--- src/rtl/wb_stage.sv ---
// wb_stage: RV32I write-back stage with load alignment and regfile write port.
// Optional WB_LOAD_TIMEOUT_EN adds a load-response timeout and load_timeout flag.
module wb_stage #(
  parameter int TIMEOUT_CYCLES = 16,
  parameter int TIMEOUT_W = 5
) (
  input  logic        clk,
  input  logic        rst,
  input  logic        chip_en,
  input  logic        mem_valid,
  output logic        mem_ready,
  input  logic        mem_reg_write,
  input  logic        mem_is_load,
  input  logic [4:0]  mem_rd_addr,
  input  logic [2:0]  mem_funct3,
  input  logic [1:0]  mem_addr_lsb,
  input  logic [31:0] mem_alu_result,
  input  logic        dmem_rvalid,
  input  logic [31:0] dmem_rdata,
  output logic        write_enable,
  output logic [4:0]  wr_port_add,
  output logic [31:0] wr_port_data,
  output logic        load_busy,
`ifdef WB_LOAD_TIMEOUT_EN
  output logic        load_timeout,
`endif
  output logic        err_unexp_rsp
);
  localparam logic [1:0] IDLE = 2'd0;
  localparam logic [1:0] WAIT = 2'd1;
  localparam logic [1:0] WRITE = 2'd2;
  logic [1:0]  state;
  logic [4:0]  rd_q;
  logic        rw_q;
  logic [2:0]  f3_q;
  logic [1:0]  lsb_q;
  logic [7:0]  ld_b;
  logic [15:0] ld_h;
  logic [31:0] ld_data;
  logic        accept;
`ifdef WB_LOAD_TIMEOUT_EN
  logic [TIMEOUT_W-1:0] cnt;
`endif
  assign mem_ready = chip_en && state != WAIT;
  assign accept = mem_valid && mem_ready;
  assign load_busy = state == WAIT;
  always_comb begin
    ld_b = dmem_rdata[8*lsb_q +: 8];
    ld_h = lsb_q[1] ? dmem_rdata[31:16] : dmem_rdata[15:0];
    ld_data = f3_q == 3'b000 ? {{24{ld_b[7]}}, ld_b} :
              f3_q == 3'b100 ? {24'd0, ld_b} :
              f3_q == 3'b001 ? {{16{ld_h[15]}}, ld_h} :
              f3_q == 3'b101 ? {16'd0, ld_h} : dmem_rdata;
  end
  always_ff @(posedge clk or posedge rst) begin
    if (rst) begin
      state <= IDLE;
      rd_q <= 5'd0;
      rw_q <= 1'b0;
      f3_q <= 3'd0;
      lsb_q <= 2'd0;
      write_enable <= 1'b0;
      wr_port_add <= 5'd0;
      wr_port_data <= 32'd0;
      err_unexp_rsp <= 1'b0;
`ifdef WB_LOAD_TIMEOUT_EN
      cnt <= '0;
      load_timeout <= 1'b0;
`endif
    end else if (!chip_en) begin
      write_enable <= 1'b0;
    end else begin
      if (dmem_rvalid && state != WAIT) err_unexp_rsp <= 1'b1;
      if (accept) begin
        rd_q <= mem_rd_addr;
        rw_q <= mem_reg_write;
        f3_q <= mem_funct3;
        lsb_q <= mem_addr_lsb;
        if (mem_is_load) begin
          state <= WAIT;
          write_enable <= 1'b0;
        end else begin
          state <= WRITE;
          write_enable <= mem_reg_write && mem_rd_addr != 5'd0;
          wr_port_add <= mem_rd_addr;
          wr_port_data <= mem_alu_result;
        end
      end else if (state == WAIT && dmem_rvalid) begin
        state <= WRITE;
        write_enable <= rw_q && rd_q != 5'd0;
        wr_port_add <= rd_q;
        wr_port_data <= ld_data;
      end else if (state != WAIT) begin
        state <= IDLE;
        write_enable <= 1'b0;
      end
`ifdef WB_LOAD_TIMEOUT_EN
      if (accept && mem_is_load) cnt <= '0;
      else if (state == WAIT && !dmem_rvalid) begin
        cnt <= cnt + 1'b1;
        if (cnt == TIMEOUT_W'(TIMEOUT_CYCLES - 1)) begin
          state <= IDLE;
          load_timeout <= 1'b1;
        end
      end
`endif
    end
  end
endmodule
--- config.mk ---
export PLATFORM = sky130hd
export DESIGN_NAME = wb_stage
export DESIGN_NICKNAME = d
export VERILOG_FILES = /design/src/rtl/wb_stage.sv
export SDC_FILE = /design/constraint.sdc
export NUM_CORES = 1
export LEC_CHECK = 0
export CAP_MARGIN = 20
export CORE_UTILIZATION = 40
export CTS_BUF_LIST = sky130_fd_sc_hd__clkbuf_8
export DETAILED_ROUTE_END_ITERATION = 7
export GPL_TIMING_DRIVEN = 0
export PLACE_DENSITY = 0.76
export SLEW_MARGIN = 10
export SYNTH_ARGS = -nofsm -noshare
export SYNTH_HDL_FRONTEND = slang
export SYNTH_SLANG_ARGS = --single-unit
export TNS_END_PERCENT = 1
--- constraint.sdc ---
create_clock -name clk -period 5.4 [get_ports clk]
set_input_delay 1.35 -clock clk [delete_from_list [all_inputs] [get_ports clk]]
set_output_delay 1.35 -clock clk [all_outputs]
set_load 0.05 [all_outputs]
==> results, run 1 <==
- The CTS tree is yes.
- In this run the tightest slew margin relative to its limit is 0.405.
- In this run the register-to-register setup slack is 3.41 ns.
- The dominant cell type by area after synthesis is dfrtp_1.
- The sequential cell area is about 1300 um2.
- The die span in y is roughly 87 um.
- The root buffer cell chosen for the clock tree is clkbuf_8.
- After synthesis, the cell types taking the most area are dfrtp_1 (45%), nor2_1 (9.2%), nand2_1 (8.2%).
- The detailed router's first-iteration violation count is 259.
- After clock tree synthesis, the flow added hold-fix buffers numbering 0.
- The tool flagged a number of max-cap violations equal to 0.
- The worst register-to-register path ends at wr_port_data[12].
- The number of antenna violations at the first check in global routing is 0.
- The area share of the largest cell type after synthesis is 0.450.
- The actual slew at the worst max-slew pin is 0.893 ns.
- The detailed router placed 3017 vias in this run.
- The worst setup skew after layout is slightly above 0.005 ns.
- The worst register-to-register path begins at lsb_q[1].
- Dividing the synthesized area by the synthesized cell count gives 8.65 um2.
- In the finished design, the share of the clock period the worst path needs comes to 0.817.
- Entering global routing, the biggest net connects 35 pins.
- The fraction of final layout cells sized beyond drive strength 1 is 0.0948.
- The worst hold path belongs to the class flop to flop.
- The type of destination of the critical path is a primary output.
- The worst reg-to-reg path cell count is 4.
- The prevailing post-synth register cell is dfrtp_1.
- The number of distinct library cells after synthesis is 37.
- Of the total power, the share spent switching nets is 0.500.
- The H-tree depth is 2.
- The cell row count is 30.
- Derived from the worst setup path, the maximum achievable clock frequency is between 200 and 250 MHz.
- In this run the remaining antenna-violating nets after routing total 0.
- The half-perimeter wire length after placement is roughly 7500 um.
- Using the TritonRoute via totals, the vias-per-cell ratio works out to 5.39.
- Setup repair after global routing left no endpoint under its margin.
- The die is just under 90 um wide.
- Counting flops with an async set or reset pin after synthesis yields a share of 1.00.
- The global-route wire length before repair is ~15000 um.
- The power density relative to cell area is 559 nW/um2.
- The setup path with the least slack is of type primary input to primary output.
- After clock tree synthesis, the clock-pin slew on the worst setup and hold paths is approximately 0.10 ns.
- The flow ran to the end, and the final reports show no timing, DRC or antenna violations.
- The effective utilization at floorplan is 0.421.
- Summed over all cells, the static leakage comes to ~0.0018 uW.
- The worst slack after detailed placement is between 1 and 1.5 ns.
- The launch instance of the worst min-delay path is err_unexp_rsp.
- The clock latency on the worst-skew pair is 0.31 ns.
- For the worst setup path, the data required time is between 4 and 5 ns.
- The number of post-CTS setup repair buffers is 0.
- The number of enable flip-flop cells after synthesis is 0.
- The top fanout value on the critical path is 7.
- The detailed-route wire length per cell is between 15 and 20 um.
- The area of the mapped netlist is between 2000 and 3000 um2.
- The tree built by TritonCTS fans out to between 50 and 60 sinks.
- 0 antenna diodes ended up in the layout.
- The number of global-route vias before repair is around 3000.
- The layout overhead on the synthesized area is 50.2%.
- For this design the total switching power over the nets is 1210 uW.
- For the finished layout, the period the worst path requires is about 4.4 ns.
- The overall die area is ~7600 um2.
- During synthesis, Yosys emitted a total of 0 warnings.
- For this design the top-level I/O count stands at between 100 and 150.
- The element type at the critical path start is a primary input.
- The number of input and output port buffers inserted is between 100 and 150.
- The number of flip-flops and latches in the synthesized netlist is 52.
- At the end of the flow, the number of nets in the layout was approximately 540.
- The deepest clock path buffer count is 2.
- Of the total power, the clock network draws 0.099.
- The overall power after layout is 2430 uW.
- The total detailed-routing wirelength is between 9000 and 10000 um.
- Once layout is complete, the utilization of the core stands at 0.632.
- The post-synthesis cell count is about 330.
- The internal power contribution is 1210 uW.
- The final estimated routing congestion in global placement is 0.818.
- The number of hold violations in the final report is 0.
- The first TritonRoute pass finished after 4 iterations.
- The global-route usage over all layers is 0.258.
- The remaining routing DRC violations is 0.
- The share of total power in combinational logic is 0.624.
- The count of instances resized after the clock tree is built is 0.
- The sequential fraction of the synthesis area is 0.450.
- The number of cells on the worst hold path is 1.
- The endpoint arrival time on the critical path is slightly above 3 ns.
- The count of pins over their slew limit came to 0.
- The maximum VDD drop is around 0.00021 V.
- TritonCTS created 5 clock buffers.
- The share of total power dissipated in sequential elements is 0.277.
- The total overflow left after global routing is 0.
- The core box area is 6870 um2.
- Counting the fill cells in the layout gives slightly above 600.
- The post-route setup TNS is 0 ns.
- The path with the worst hold slack has its endpoint at err_unexp_rsp.
- Summing all multi-input logic gate instances after layout gives approximately 1400 um2.
- Setup violations remaining at the end of the flow were counted as 0.
- The number of nets in the synthesized netlist is 415.
- The worst path meets setup with approximately 1 ns of slack.
## metal layers
layer | track usage | share of wire | up-vias
li1 | - | - | 1444
met3 | 0.0436 | 0.071 | 8
met2 | 0.443 | 0.49 | 125
met1 | 0.334 | 0.43 | 1440
met4 | 0.0727 | 0.0094 | 0
met5 | 0 | 0 | -
## worst max-delay path by stage
stage	startpoint	endpoint	slack (ns)	cells after the start
2_1_floorplan	chip_en	mem_ready	1.96	2
3_3_place_gp	chip_en	mem_ready	1.03	4
3_5_place_dp	chip_en	mem_ready	1.01	4
4_1_cts	chip_en	mem_ready	1.0	4
5_1_grt	chip_en	mem_ready	0.91	4
6_report	chip_en	mem_ready	0.99	4
## power by group through the flow
stage | Sequential, uW | Clock [uW] | Combinational, uW
detailed placement | 679 | 0 | 1510
global route | 690 | 262 | 1600
global placement | 672 | 0 | 1480
CTS | 670 | 245 | 1520
floorplan | 1150 | 0 | 521
finish | 672 | 241 | 1510
## registers in the layout (all words and copies together), names as in the netlist
signal         cells
rw_q               1
f3_q               3
lsb_q              2
wr_port_add        5
state              2
rd_q               5
write_enable       1
err_unexp_rsp      1
wr_port_data      32
## metrics by stage
step | hold WS, ns | area (um2) | cells
2_1_floorplan | 0.465 | 2890 | 334
3_3_place_gp | 0.449 | 4220 | 551
3_5_place_dp | 0.449 | 4240 | 552
4_1_cts | 0.477 | 4340 | 560
5_1_grt | 0.509 | 4340 | 560
6_report | 0.472 | 4340 | 560
## cell type report
class,count,share of cell area
clock inverters,2,0.00346
multi-input cells,253,0.328
clock buffers,6,0.0190
inverters,5,0.00433
well taps,96,0.0277
plain buffers,24,0.0337
repair buffers,122,0.284
flip-flops and latches,52,0.300
## logic make-up after synthesis
family	count (synthesis)	synth area share
AND/OR/NAND/NOR	163	0.237
flip-flops	52	0.450
AO/OA/AOI/OAI	85	0.238
multiplexers	5	0.0178
buffers and inverters	29	0.0572
## synthesized netlist by cell type (all sizes together) (2+ instances only)
master,count
nor2,71
nand2,64
dfrtp,52
a221oi,24
buf,18
a21oi,16
a31oi,15
a21o,9
a22oi,8
nor2b,8
clkbuf,6
o2111ai,6
inv,5
nor3,5
or3,5
mux2i,4
nand3,4
a2bb2oi,2
nand2b,2
o21ai,2
## cell usage in the layout, fill, tap and decap left out, types with 2 or more instances in the layout
cell type,instances
mux2i_1,4
or3_1,5
a221oi_1,14
a221oi_2,10
nor2b_1,8
a21oi_2,2
nand3_1,4
clkbuf_8,6
a31oi_1,15
clkbuf_1,5
a21o_1,9
dfrtp_1,52
clkdlybuf4s50_1,121
buf_6,4
nor3_1,5
buf_4,4
nor2_1,71
inv_1,2
o2111ai_1,6
a22oi_1,8
inv_2,3
clkinvlp_4,2
a2bb2oi_1,2
nand2_1,63
buf_1,2
a21oi_1,14
buf_2,8
o21ai_0,2
## worst max-delay path, cell delays in order
cell             delay (ns)
clkdlybuf4s50_1        0.59
inv_1                  0.12
nor2_1                 0.18
clkdlybuf4s50_1        0.83
Power figures use the tool's default switching activity.
==> run 2, diff against run 1 <==
clock period = 4.3 ns   (was 5.4 ns; I/O delays follow)
==> results of run 2 <==
The final DEF is identical to that of run 1. Status: completed.
Main changes from that run: setup slack after placement 1.01 ns -> 0.458 ns; setup slack after layout 0.988 ns -> 0.438 ns; register-to-register setup slack 3.41 ns -> 2.31 ns; total power 2430 uW -> 3050 uW; worst IR drop on VDD 0.000208 V -> 0.000261 V
==> variant 1, RTL diff (config.mk and constraints of run 2) <==
Reset style: synchronous (`rst`), changed in one clocked block.
--- a/src/rtl/wb_stage.sv
+++ b/src/rtl/wb_stage.sv
@@ -54,3 +54,3 @@
   end
-  always_ff @(posedge clk or posedge rst) begin
+  always_ff @(posedge clk) begin
     if (rst) begin
Check against the original RTL: differs if rst is asserted again (counterexample within 4 cycles, from zero or initial values and one cycle with rst high); with rst held inactive, the same outputs for 4 cycles.
==> variant 1 against run 2 <==
  * Cell area increased by 4.0%
  * Worst hold slack improved by 0.0099 ns
  * Sequential cell count unchanged
  * Synthesized cell count increased by 9.0%
  * Setup slack improved by 0.26 ns
  * Wire length increased by 20%
  * Synthesized area increased by 7.5%
  * Global-route usage increased by 2.0 points
Power is not compared: it rests on default switching activity, and its combinational part moved more than twofold at a synthesized area within 25%.
==> variant 1: results (changes against run 2) <==
[metrics] number of instances in the placed design: 582 (+5.4%)
[metrics] met2 wirelength from detailed routing: 5230 µm (+11%)
[metrics] most used flip-flop cell after synthesis: dfxtp_1
[metrics] share of cells above drive strength 1: 0.0754 (-0.0195)
[metrics] proportion of synthesized chip area in sequential cells: 0.335 (-0.115)
[metrics] Final GP Congestion: 0.962 (+18%)
[metrics] cell count after synthesis: 364 (+9.0%)
[metrics] iteration count of the initial detailed-routing pass: 5 (+1)
[metrics] CP max FO: 8 (+1)
[metrics] vias in the first global route: 3,343 (+12%)
[metrics] Routed WL per cell: 19.6 µm (+14%)
[metrics] number of non-filler instances in the completed layout: 590 (+5.4%)
[metrics] Data arrival, critical path: 2.53 ns (-0.26 ns)
[metrics] leading cell types by total area after synthesis: dfxtp_1, o2111ai_1, a21oi_1
[metrics] compound-cell area share of the yosys netlist: 0.358 (+0.121)
[metrics] run status: complete, no violations
[metrics] most numerous cell types in the synthesized netlist: dfxtp_1, a21oi_1, nand2_1, clkbuf_1, o2111ai_1
[metrics] DRC violation total after the first TritonRoute iteration: 280 (+8.1%)
[metrics] met3 usage: 0.0491 (+0.00547)
[metrics] total number of nets in the final design: 571 (+5.0%)
[metrics] maximum buffer depth of the clock tree: 2 (unchanged)
[metrics] clock skew: 0.0137 ns (+0.00864 ns)
[metrics] mux share of post-synthesis cell area: 0.0886 (+0.0708)
[metrics] HPWL after detailed placement: 8820 µm (+18%)
[metrics] met1 track utilization from global routing: 0.382 (+0.0479)
[metrics] global routing usage on met2: 0.445 (+0.00220)
[metrics] async set or reset register ratio after synthesis: 0 (-1.00)
[metrics] global-route total usage across every layer: 0.278 (+0.0199)
[metrics] Area after DPL: 4420 µm² (+4.3%)
[metrics] number of unique standard cell types used by synthesis: 45 (+22%)
[metrics] pin count of the biggest net entering global routing: 18 (-49%)
[metrics] met3 WL post-DR: 946 µm (+38%)
[metrics] met1 WL: 5140 µm (+23%)
[metrics] wire length of the first global-routing pass: 18,100 µm (+22%)
[metrics] fraction of the core area covered by cells at the end of the flow: 0.612 (-0.0191)
[metrics] Buffers on Ports: 119 (-1.7%)
## variant 1: cell types whose count changed in the layout (fill, tap and decap cells not counted), sizes merged, moves of 23 or more
cell / before / now
dfrtp: 52 / 0
nor2: 71 / 22
dfxtp: 0 / 52
nand2: 64 / 31
a21oi: 16 / 39
## variant 1: cells by family (layout without fill, tap and decap cells)
logic type	Yosys count	count (layout)
buffers and inverters	62	189
and+or+nand+nor	87	87
AOI/OAI and AO/OA	146	146
muxes	17	17
DFF	52	52
## variant 1: path summary, 6_finish.rpt
kind | start | slack [ns] | cells after the start | endpoint
max | chip_en | 0.70 | 4 | mem_ready
min | wr_port_data[12]$_SDFFE_PP0P_ | 0.48 | 2 | wr_port_data[12]$_SDFFE_PP0P_
max reg2reg | state[1]$_SDFFE_PP0P_ | 2.14 | 6 | wr_port_data[27]$_SDFFE_PP0P_
min reg2reg | wr_port_data[12]$_SDFFE_PP0P_ | 0.48 | 2 | wr_port_data[12]$_SDFFE_PP0P_
## variant 1: area by class of cell
| type | count | share of cell area |
|---|---|---|
| clock inverters | 3 | 0.00499 |
| multi-input cells | 250 | 0.398 |
| repair buffers | 119 | 0.264 |
| plain buffers | 42 | 0.0430 |
| well taps | 99 | 0.0274 |
| flip-flops and latches | 52 | 0.231 |
| clock buffers | 5 | 0.0152 |
| inverters | 20 | 0.0166 |
## variant 1: power groups by stage
| stage | clock [mW] | sequential (mW) | combinational (mW) |
|---|---|---|---|
| floorplan | 0 | 0.605 | 0.186 |
| global placement | 0 | 0.533 | 0.441 |
| detailed placement | 0 | 0.534 | 0.443 |
| CTS | 0.302 | 0.523 | 0.446 |
| global route | 0.323 | 0.527 | 0.476 |
| finish | 0.302 | 0.523 | 0.451 |
==> variant 2, RTL diff (config.mk and constraints of run 2) <==
Without the edit above. Build with the macro `WB_LOAD_TIMEOUT_EN` defined.
--- a/src/rtl/wb_stage.sv
+++ b/src/rtl/wb_stage.sv
@@ -2,2 +2,4 @@
 // Optional WB_LOAD_TIMEOUT_EN adds a load-response timeout and load_timeout flag.
+`define WB_LOAD_TIMEOUT_EN
+
 module wb_stage #(
Check against the original RTL (old outputs only; new: load_timeout): same outputs for any inputs over 4 cycles, from zero or initial values and one cycle with rst high; that may be too few to reach the edited logic, so the function may still have changed.
==> variant 2 against run 2 <==
  * Synthesized area up 11%
  * Critical path depth unchanged
  * Setup slack worse by 0.11 ns
  * Non-clock buffer count up 8
  * Cell area up 11%
  * Sequential cell count up 6
  * Wire length up 5.7%
  * Global-route usage down 0.080 points
  * Die area up 11%
  * Power down 13%
  * Critical path type unchanged
  * Largest cell class unchanged
==> variant 2: results (changes against run 2) <==
[metrics] number of synthesized flops with an enable pin: 0 (unchanged)
[metrics] CTS root buf: clkbuf_8
[metrics] async set or reset register ratio after synthesis: 1.00 (unchanged)
[metrics] mean number of vias per cell: 5.31 (-1.4%)
[metrics] wire length of the first global-routing pass: 16,500 µm (+12%)
[metrics] Routed WL per cell: 16.3 µm (-5.3%)
[metrics] register-to-register setup slack: 2.09 ns (-0.22 ns)
[metrics] pin count of the biggest net entering global routing: 38 (+8.6%)
[metrics] DRC violation total after the first TritonRoute iteration: 279 (+7.7%)
[metrics] transition time at the pin with the least slew margin: 0.534 ns (-0.359 ns)
[metrics] maximum level of the CTS H-tree: 3 (+1)
[metrics] number of unique standard cell types used by synthesis: 38 (+2.7%)
[metrics] clock transition at the register clock pins on the worst setup and hold paths after CTS: 0.07 ns (-0.03 ns)
[metrics] HPWL after detailed placement: 7900 µm (+5.7%)
[metrics] total number of nets in the final design: 601 (+10%)
[metrics] antenna violations before repair: 0 (unchanged)
[metrics] cell count after synthesis: 384 (+15%)
[metrics] run status: complete, no violations
[metrics] number of instances in the placed design: 609 (+10%)
[metrics] Net Count, Synth: 467 (+13%)
[metrics] path category of the worst min-delay check: reg -> reg
[metrics] post-CTS sizing: 0 (unchanged)
[metrics] vias in the first global route: 3,362 (+13%)
[metrics] iteration count of the initial detailed-routing pass: 5 (+1)
[metrics] switching power: 1.13 mW (-26%)
[metrics] global-route total usage across every layer: 0.257 (-0.000796)
[metrics] clock network latency to the later pin of the worst-skew pair: 0.34 ns (+0.03 ns)
[metrics] most numerous cell types in the synthesized netlist: nand2_1, dfrtp_1, nor2_1, nor3_1, a211oi_1
[metrics] clock buffers created by TritonCTS: 9 (+4)
[metrics] Data arrival, critical path: 2.90 ns (+0.11 ns)
[metrics] number of non-filler instances in the completed layout: 625 (+12%)
[metrics] maximum VDD drop: 0.308 mV (+18%)
[metrics] clock skew: 0.0108 ns (+0.00573 ns)
[metrics] diode insertion count for antenna repair: 0 (unchanged)
[metrics] leakage power: 1.96 nW (+8.7%)
[metrics] CP max FO: 10 (+3)
[metrics] share of cells above drive strength 1: 0.0612 (-0.0336)
[metrics] proportion of synthesized chip area in sequential cells: 0.452 (+0.00201)
[metrics] register name with the most flops: wr_port_data
[metrics] leading cell types by total area after synthesis: dfrtp_1, nand2_1, a211oi_1
[metrics] Buffers on Ports: 122 (+0.83%)
[metrics] Final GP Congestion: 0.888 (+8.5%)
## variant 2: cell types whose count changed after synthesis, moves of 13 or more
cell,before,now
clkbuf_1,5,21
a221oi_1,14,0
inv_1,3,19
a31oi_1,15,2
nor2_1,71,45
o21ai_0,2,15
nor3_1,5,33
a211oi_1,0,23
## variant 2: layout make-up
cell class / count / area [µm²]
plain buffers: 31 / 135
clock buffers: 10 / 138
clock inverters: 6 / 81.3
fillers: 681 / 2930
inverters: 19 / 71.3
multi-input cells: 276 / 1550
flip-flops and latches: 58 / 1450
well taps: 102 / 128
repair buffers: 123 / 1240
## variant 2: logic make-up after synthesis
| family | after synthesis | synth area share |
|---|---|---|
| and+or+nand+nor | 178 | 0.251 |
| DFF | 58 | 0.452 |
| xor gates and xnor gates | 2 | 0.00546 |
| buffers and inverters | 50 | 0.0644 |
| muxes | 11 | 0.0406 |
| adders and majority gates | 2 | 0.00780 |
| AOI/OAI and AO/OA | 83 | 0.178 |
## variant 2: power groups by stage
stage / logic, mW / clock network, mW / registers (mW)
after global routing: 1.35 / 0.589 / 0.830
after global placement: 1.25 / 0 / 0.810
after CTS: 1.27 / 0.564 / 0.808
after detailed placement: 1.27 / 0 / 0.817
after floorplan: 0.380 / 0 / 1.24
final: 1.27 / 0.560 / 0.809
## variant 2: routing by layer
layer,share of wire,track usage,vias to the layer above
li1,-,-,1591
met1,0.44,0.337,1583
met2,0.47,0.400,129
met3,0.073,0.0620,16
met4,0.020,0.118,0
met5,0,0,-
## variant 2: path summary, 6_finish.rpt
path	cells after the start	start	endpoint
setup / recovery	4	chip_en	mem_ready
hold / removal	1	load_timeout$_DFFE_PP0P_	load_timeout$_DFFE_PP0P_
setup reg to reg	7	lsb_q[0]$_DFFE_PP0P_	wr_port_data[21]$_DFFE_PP0P_
hold reg to reg	1	load_timeout$_DFFE_PP0P_	load_timeout$_DFFE_PP0P_
max in group asynchronous	3	rst	wr_port_data[3]$_DFFE_PP0P_
min in group asynchronous	2	rst	wr_port_data[16]$_DFFE_PP0P_
## variant 2: worst max-delay path, stage by stage
cell and delay, ns:
clkdlybuf4s50_1 0.49, clkbuf_1 0.31, and2_1 0.21, clkdlybuf4s50_1 0.81
## variant 2: stage by stage
stage               setup WS, ns  hold WS, ns  area (µm²)   util
floorplan                   1.45        0.446        3210      -
global placement           0.356        0.438        4560  0.590
detailed placement         0.321        0.451        4580  0.592
CTS                        0.320        0.468        4800  0.621
global route               0.248        0.493        4800  0.621
finish                     0.327        0.461        4800  0.621
